===== src/rtl/router_pkg.sv =====
// Shared defaults and state encoding for the router source arbiter.
package router_pkg;

  localparam int unsigned NumSrcDefault    = 4;
  localparam int unsigned GapCyclesDefault = 2;
  localparam int unsigned MaxLenDefault    = 64;

  typedef enum logic [1:0] {
    StIdle,
    StXfer,
    StGap
  } arb_state_e;

endpackage


===== src/rtl/rr_arbiter.sv =====
// Combinational round-robin picker: first requester at or after ptr wins.
module rr_arbiter #(
  parameter int unsigned NUM_SRC = 4,
  parameter int unsigned IDX_W   = 2
) (
  input  logic [NUM_SRC-1:0] req,
  input  logic [IDX_W-1:0]   ptr,
  output logic [NUM_SRC-1:0] gnt,
  output logic [IDX_W-1:0]   idx,
  output logic               any_req
);

  int unsigned k;

  // Scan sources starting at ptr, wrapping, and keep the first hit.
  always_comb begin
    gnt     = '0;
    idx     = '0;
    any_req = 1'b0;
    k       = 0;
    for (int unsigned i = 0; i < NUM_SRC; i++) begin
      k = (32'(ptr) + i) % NUM_SRC;
      if (!any_req && req[k]) begin
        any_req = 1'b1;
        gnt[k]  = 1'b1;
        idx     = IDX_W'(k);
      end
    end
  end

endmodule


===== src/rtl/router_src_arbiter.sv =====
// Multiplexes NUM_SRC packet sources onto one router byte stream, one whole
// packet at a time, with round-robin fairness and a forced idle gap.
module router_src_arbiter
  import router_pkg::*;
#(
  parameter int unsigned NUM_SRC    = NumSrcDefault,
  parameter int unsigned GAP_CYCLES = GapCyclesDefault,
  parameter int unsigned MAX_LEN    = MaxLenDefault
) (
  input  logic                       clk,
  input  logic                       reset,
  input  logic [NUM_SRC-1:0]         src_valid,
  input  logic [NUM_SRC-1:0][7:0]    src_data,
  input  logic [NUM_SRC-1:0]         src_last,
  output logic [NUM_SRC-1:0]         src_ready,
  input  logic                       busy,
  output logic [7:0]                 dut_inp,
  output logic                       inp_valid,
  output logic [$clog2(NUM_SRC)-1:0] grant_id,
  output logic                       grant_valid,
  output logic                       pkt_done,
  output logic                       len_err
);

  localparam int unsigned IdxW = $clog2(NUM_SRC);
  localparam int unsigned CntW = $clog2(MAX_LEN + 1);
  localparam int unsigned GapW = (GAP_CYCLES > 1) ? $clog2(GAP_CYCLES) : 1;

  arb_state_e          state_q, state_d;
  logic [IdxW-1:0]     grant_id_q, grant_id_d;
  logic [NUM_SRC-1:0]  gnt_oh_q, gnt_oh_d;
  logic [IdxW-1:0]     ptr_q, ptr_d;
  logic [CntW-1:0]     byte_cnt_q, byte_cnt_d;
  logic [GapW-1:0]     gap_cnt_q, gap_cnt_d;
  logic [7:0]          dut_inp_q, dut_inp_d;
  logic                inp_valid_q, inp_valid_d;
  logic                pkt_done_q, pkt_done_d;
  logic                len_err_q, len_err_d;

  logic [NUM_SRC-1:0]  rr_gnt;
  logic [IdxW-1:0]     rr_idx;
  logic                rr_any;
  logic                xfer_hs;
  logic                sel_last;
  logic [7:0]          sel_data;
  logic                at_max;

  rr_arbiter #(
    .NUM_SRC (NUM_SRC),
    .IDX_W   (IdxW)
  ) u_rr (
    .req     (src_valid),
    .ptr     (ptr_q),
    .gnt     (rr_gnt),
    .idx     (rr_idx),
    .any_req (rr_any)
  );

  assign src_ready   = (state_q == StXfer) ? gnt_oh_q : '0;
  assign grant_valid = (state_q == StXfer);
  assign xfer_hs     = |(src_valid & src_ready);
  assign sel_data    = src_data[grant_id_q];
  assign sel_last    = src_last[grant_id_q];
  assign at_max      = (byte_cnt_q == CntW'(MAX_LEN - 1));

  assign grant_id  = grant_id_q;
  assign dut_inp   = dut_inp_q;
  assign inp_valid = inp_valid_q;
  assign pkt_done  = pkt_done_q;
  assign len_err   = len_err_q;

  // Next-state and registered-output decode for the arbitration FSM.
  always_comb begin
    state_d     = state_q;
    grant_id_d  = grant_id_q;
    gnt_oh_d    = gnt_oh_q;
    ptr_d       = ptr_q;
    byte_cnt_d  = byte_cnt_q;
    gap_cnt_d   = gap_cnt_q;
    dut_inp_d   = dut_inp_q;
    inp_valid_d = 1'b0;
    pkt_done_d  = 1'b0;
    len_err_d   = 1'b0;
    unique case (state_q)
      StIdle: begin
        if (!busy && rr_any) begin
          grant_id_d = rr_idx;
          gnt_oh_d   = rr_gnt;
          ptr_d      = (rr_idx == IdxW'(NUM_SRC - 1)) ? '0 : rr_idx + 1'b1;
          byte_cnt_d = '0;
          state_d    = StXfer;
        end
      end
      StXfer: begin
        if (xfer_hs) begin
          dut_inp_d   = sel_data;
          inp_valid_d = 1'b1;
          if (sel_last || at_max) begin
            // A forced cut at MAX_LEN leaves the rest of the source's bytes
            // to be arbitrated again as a fresh packet.
            pkt_done_d = 1'b1;
            len_err_d  = !sel_last;
            byte_cnt_d = '0;
            gap_cnt_d  = '0;
            state_d    = (GAP_CYCLES == 0) ? StIdle : StGap;
          end else begin
            byte_cnt_d = byte_cnt_q + 1'b1;
          end
        end
      end
      StGap: begin
        if (gap_cnt_q == GapW'(GAP_CYCLES - 1)) begin
          state_d = StIdle;
        end else begin
          gap_cnt_d = gap_cnt_q + 1'b1;
        end
      end
      default: state_d = StIdle;
    endcase
  end

  // State and output registers with synchronous reset.
  always_ff @(posedge clk) begin
    if (reset) begin
      state_q     <= StIdle;
      grant_id_q  <= '0;
      gnt_oh_q    <= '0;
      ptr_q       <= '0;
      byte_cnt_q  <= '0;
      gap_cnt_q   <= '0;
      dut_inp_q   <= 8'h00;
      inp_valid_q <= 1'b0;
      pkt_done_q  <= 1'b0;
      len_err_q   <= 1'b0;
    end else begin
      state_q     <= state_d;
      grant_id_q  <= grant_id_d;
      gnt_oh_q    <= gnt_oh_d;
      ptr_q       <= ptr_d;
      byte_cnt_q  <= byte_cnt_d;
      gap_cnt_q   <= gap_cnt_d;
      dut_inp_q   <= dut_inp_d;
      inp_valid_q <= inp_valid_d;
      pkt_done_q  <= pkt_done_d;
      len_err_q   <= len_err_d;
    end
  end

endmodule


===== config.mk =====
export PLATFORM = sky130hd
export DESIGN_NAME = router_src_arbiter
export DESIGN_NICKNAME = d
export VERILOG_FILES = /design/src/rtl/router_pkg.sv /design/src/rtl/rr_arbiter.sv /design/src/rtl/router_src_arbiter.sv
export SDC_FILE = /design/constraint.sdc
export NUM_CORES = 1
export LEC_CHECK = 0
export CORE_MARGIN = 2
export CORE_UTILIZATION = 47
export CTS_CLUSTER_DIAMETER = 30
export DETAILED_ROUTE_END_ITERATION = 8
export PLACE_DENSITY = 0.77
export SLEW_MARGIN = 20
export SYNTH_ARGS = -nofsm -noshare
export SYNTH_HDL_FRONTEND = slang
export SYNTH_SLANG_ARGS = --single-unit

===== constraint.sdc =====
create_clock -name clk -period 3.55 [get_ports clk]
set_clock_uncertainty 0.15 [all_clocks]
set_input_delay 0.71 -clock clk [delete_from_list [all_inputs] [get_ports clk]]
set_output_delay 0.71 -clock clk [all_outputs]
set_load 0.02 [all_outputs]

==> flow_summary_export.csv <==
group,metric,value,unit
sta,fmax,350.6,MHz
setup_path,crit_path_end,"ptr_q[1]",
route,viasPerCell,5.644,
yosys,avgSynthCellArea,9.650,µm²
cells_and_area,fin_area,0.002719,mm²
placed_design,port_buffers,60,
floorplan,die_area,0.004679,mm²
cts,clock_path_buffers,2,
cells_and_area,nNetsFinal,311,
setup_path,startpoint,"src_valid[3]",
yosys,ys.flop_type,"dfxtp_1",
floorplan,std_cell_rows,23,
sta,worst_slew_pin_slew,922.7,ps
sta,maxSlewHeadroom,38.30,%
setup_path,cp.required,3570,ps
power_and_ir_drop,ir_worst_vdd,0.0004608,V
setup_path,startpoint_type,"input port",
global_routing,grt_pass1_vias,1630,
cts,insertion_delay,280,ps
route,drt_wl_total,4664,µm
setup_path,cpPeakStageDelay,640,ps
placed_design,hpwl,3447,µm
floorplan,pin_count,61,
yosys,ys_ff_latch,29,
yosys,synth_top_area_share,29.78,%
yosys,syn_nets,252,
setup_path,reg2reg_depth,7,
cts,cts_resized,0,
setup_path,cp_num_cells,6,
setup_path,endpoint_kind,"flop",
cts,path_clk_slew,70,ps
cells_and_area,area_growth_syn_to_layout,39.47,%
sta,setup_tns,0,ps
cts,cts.sinks,29,
global_routing,grtUsageMet3,5.757,%
global_routing,grt_max_degree,25,
setup_path,critPathSlowestCell,"clkdlybuf4s50_1",
cts,cts_buffers,5,
cts,post-cts-setup-buffers,0,
power_and_ir_drop,power.density,421.2,mW/mm²
sta,fin_crit_sh,80.35,%
route,routedWlPerCell,14.95,µm
route,drtIter0Drc,108,
setup_path,critPathKind,"in -> reg",
yosys,synth_top_area_cell,"dfxtp_1",
sta,setup_viol,0,
setup_path,path_buf_inv,1,
setup_path,cp_cell_sequence,"clkdlybuf4s50_1 -> mux4_2 -> nor2b_4 -> o21ai_0 -> and2_1 -> a2111oi_2",
sta,period_needed,2852,ps
flow_run,maxCapViolCount,0,
yosys,ys_types,47,
cts,cts_tree,"yes",
placed_design,place.gp.congestion,0.9220,
global_routing,grt-busiest-layer,"met2",
yosys,synth_edf_count,0,
global_routing,gr-usage-met2,34.13,%
worst_hold_path,hp-start,"byte_cnt_q[6]",
route,first_pass_iters,4,
yosys,synth_adder_area_share,4.493,%
yosys,syn_inst,202,
setup_path,worstPathMaxFanout,15,
floorplan,core_area,0.004000,mm²
yosys,synth-xor-area-share,0,%
yosys,synth_top_family_by_area,"simple AND/OR/NAND/NOR gates",
yosys,async_reset_ff_share,0,%
placed_design,dp.cells,304,
route,drc,0,
yosys,yosysSeqAreaShare,29.78,%
route,vias,1761,
yosys,ys_top_cells_by_area,"dfxtp_1 (30%), mux4_1 (11%), mux2i_1 (6.7%), nor2_1 (4.8%), mux4_2 (4.6%)",
placed_design,place_area,0.002585,mm²
power_and_ir_drop,cellLeakagePower,0.001063,µW
floorplan,die_h,68.40,µm
yosys,yosys.area_share.simple,22.21,%
global_routing,use_met1,25.94,%
yosys,yosysWarningCount,0,
cts,hold_buffers,0,
setup_path,r2r_end,"ptr_q[1]",
outcome,outcome,"completed",
global_routing,grt.overflow.total,0,
yosys,yosys-mux-area-fraction,22.08,%
sta,rsz0062_at_grt,"no",
floorplan,initial_utilization,48.73,%
global_routing,antenna_found_initial,0,
yosys,synth_compound_area_share,16.75,%
setup_path,crit_family,"buffers and inverters",
worst_hold_path,hp-class,"reg -> reg",
setup_path,cp.arrival,2870,ps
cells_and_area,n_antenna_cell,0,
cells_and_area,n_fill_cell,319,
global_routing,grt_pass1_wl,7279,µm
route,drtAntennaViolNets,0,
floorplan,die_x,68.40,µm
sta,hold_viol_final,0,
yosys,syn_area,0.001949,mm²
setup_path,rrSetupSlack,860,ps
cells_and_area,drive_above_1_share,9.542,%
cts,cts_root_buf,"clkbuf_8",
cts,cts.htree.levels,2,
sta,report.final.slew_viol_count,0,
global_routing,track_usage,20.70,%
cells_and_area,final_cell_count_no_fill,312,
[sequential cells by signal, indices dropped and copies added, names as in the netlist, named ones only]
| register | flops |
|---|---|
| grant_id | 2 |
| pkt_done | 1 |
| byte_cnt_q | 7 |
| ptr_q | 1 |
| gap_cnt_q | 1 |
| len_err | 1 |
| state_q | 2 |
| inp_valid | 1 |
| gnt_oh_q | 4 |
| dut_inp | 8 |
[worst register-to-register path: stages (launching register included)]
cell and delay (ps):
dfxtp_1 330, inv_1 100, ha_1 480, mux4_2 650, nor2b_4 190, o21ai_0 140
and2_1 220, a2111oi_2 330
[layout make-up]
type                       instances  area, µm²  area share (%)
multi-input combinational        154       1277           46.99
clock buffer                       5      68.82           2.531
sequential                        29      580.6           21.35
inverter                           5      18.77          0.6903
tap                               50      62.56           2.301
clock inverter                     3      65.06           2.393
timing repair buffer              66      645.6           23.75
[power by group]
part	switching, µW	internal (µW)	total (µW)	leakage, µW
logic	177	194	371	0.000759
registers	20.2	348	368	0.000236
clock network	127	279	406	0.0000681
[stage by stage]
stage	total power (µW)	hold WS, ps	setup slack (ps)	util [%]
after CTS	1149	332.0	717.2	67.97
after detailed placement	743.8	320.9	417.0	64.62
after global routing	1202	342.7	540.2	67.97
after global placement	738.4	309.7	502.6	64.62
after floorplan	625.5	302.2	774.3	-
final	1145	333.7	697.5	67.97
[cells in the mapped netlist, types with 2 or more instances]
library cell	instances
nand3_1	3
inv_1	5
o21ai_0	9
and2_1	6
nand2b_1	3
a21oi_1	15
nor3b_1	2
a311oi_1	4
nor2_1	25
nand3b_1	8
mux2i_1	13
nand2_1	7
buf_2	4
buf_6	2
a22oi_1	3
clkbuf_1	8
mux4_1	8
mux4_2	4
a22o_1	4
ha_1	7
nor3_1	5
and3_1	2
nor4_1	3
dfxtp_1	29
[logic make-up (layout without fill, tap and decap cells)]
kind of cell / count (synthesis) / in the layout
adders and majority gates: 7 / 7
muxes: 25 / 25
buffers and inverters: 19 / 79
and+or+nand+nor: 75 / 75
DFF: 29 / 29
AOI/OAI and AO/OA: 47 / 47
[how the worst min path moves through the flow]
stage / end / slack (ps) / cells after the start
2_1_floorplan: byte_cnt_q[6] / 300 / 1
3_3_place_gp: byte_cnt_q[6] / 310 / 1
3_5_place_dp: byte_cnt_q[6] / 320 / 1
4_1_cts: byte_cnt_q[6] / 330 / 1
5_1_grt: byte_cnt_q[6] / 340 / 1
6_report: byte_cnt_q[6] / 330 / 1
[cells in the final DEF (no fill, tap or decap), drive strengths merged, types with 2 or more instances in the layout]
cell type       n
and3            2
nor3b           3
nor2           25
inv             5
dfxtp          29
nor3            5
nor4            3
clkdlybuf4s50  60
nand3b          8
mux2i          13
mux4           12
a22o            4
buf             6
o21ai           9
and2            6
ha              7
a211o           2
nand2           7
bufinv          2
nand2b          3
a22oi           3
clkbuf          5
nand3           3
a21oi          16
a311oi          4
or3b            2
[layer usage]
metal	up-vias	routed length, µm
met1	823	2016
met3	10	186
met5	-	0
met4	0	87
li1	883	-
met2	45	2374
Power figures use the tool's default switching activity.
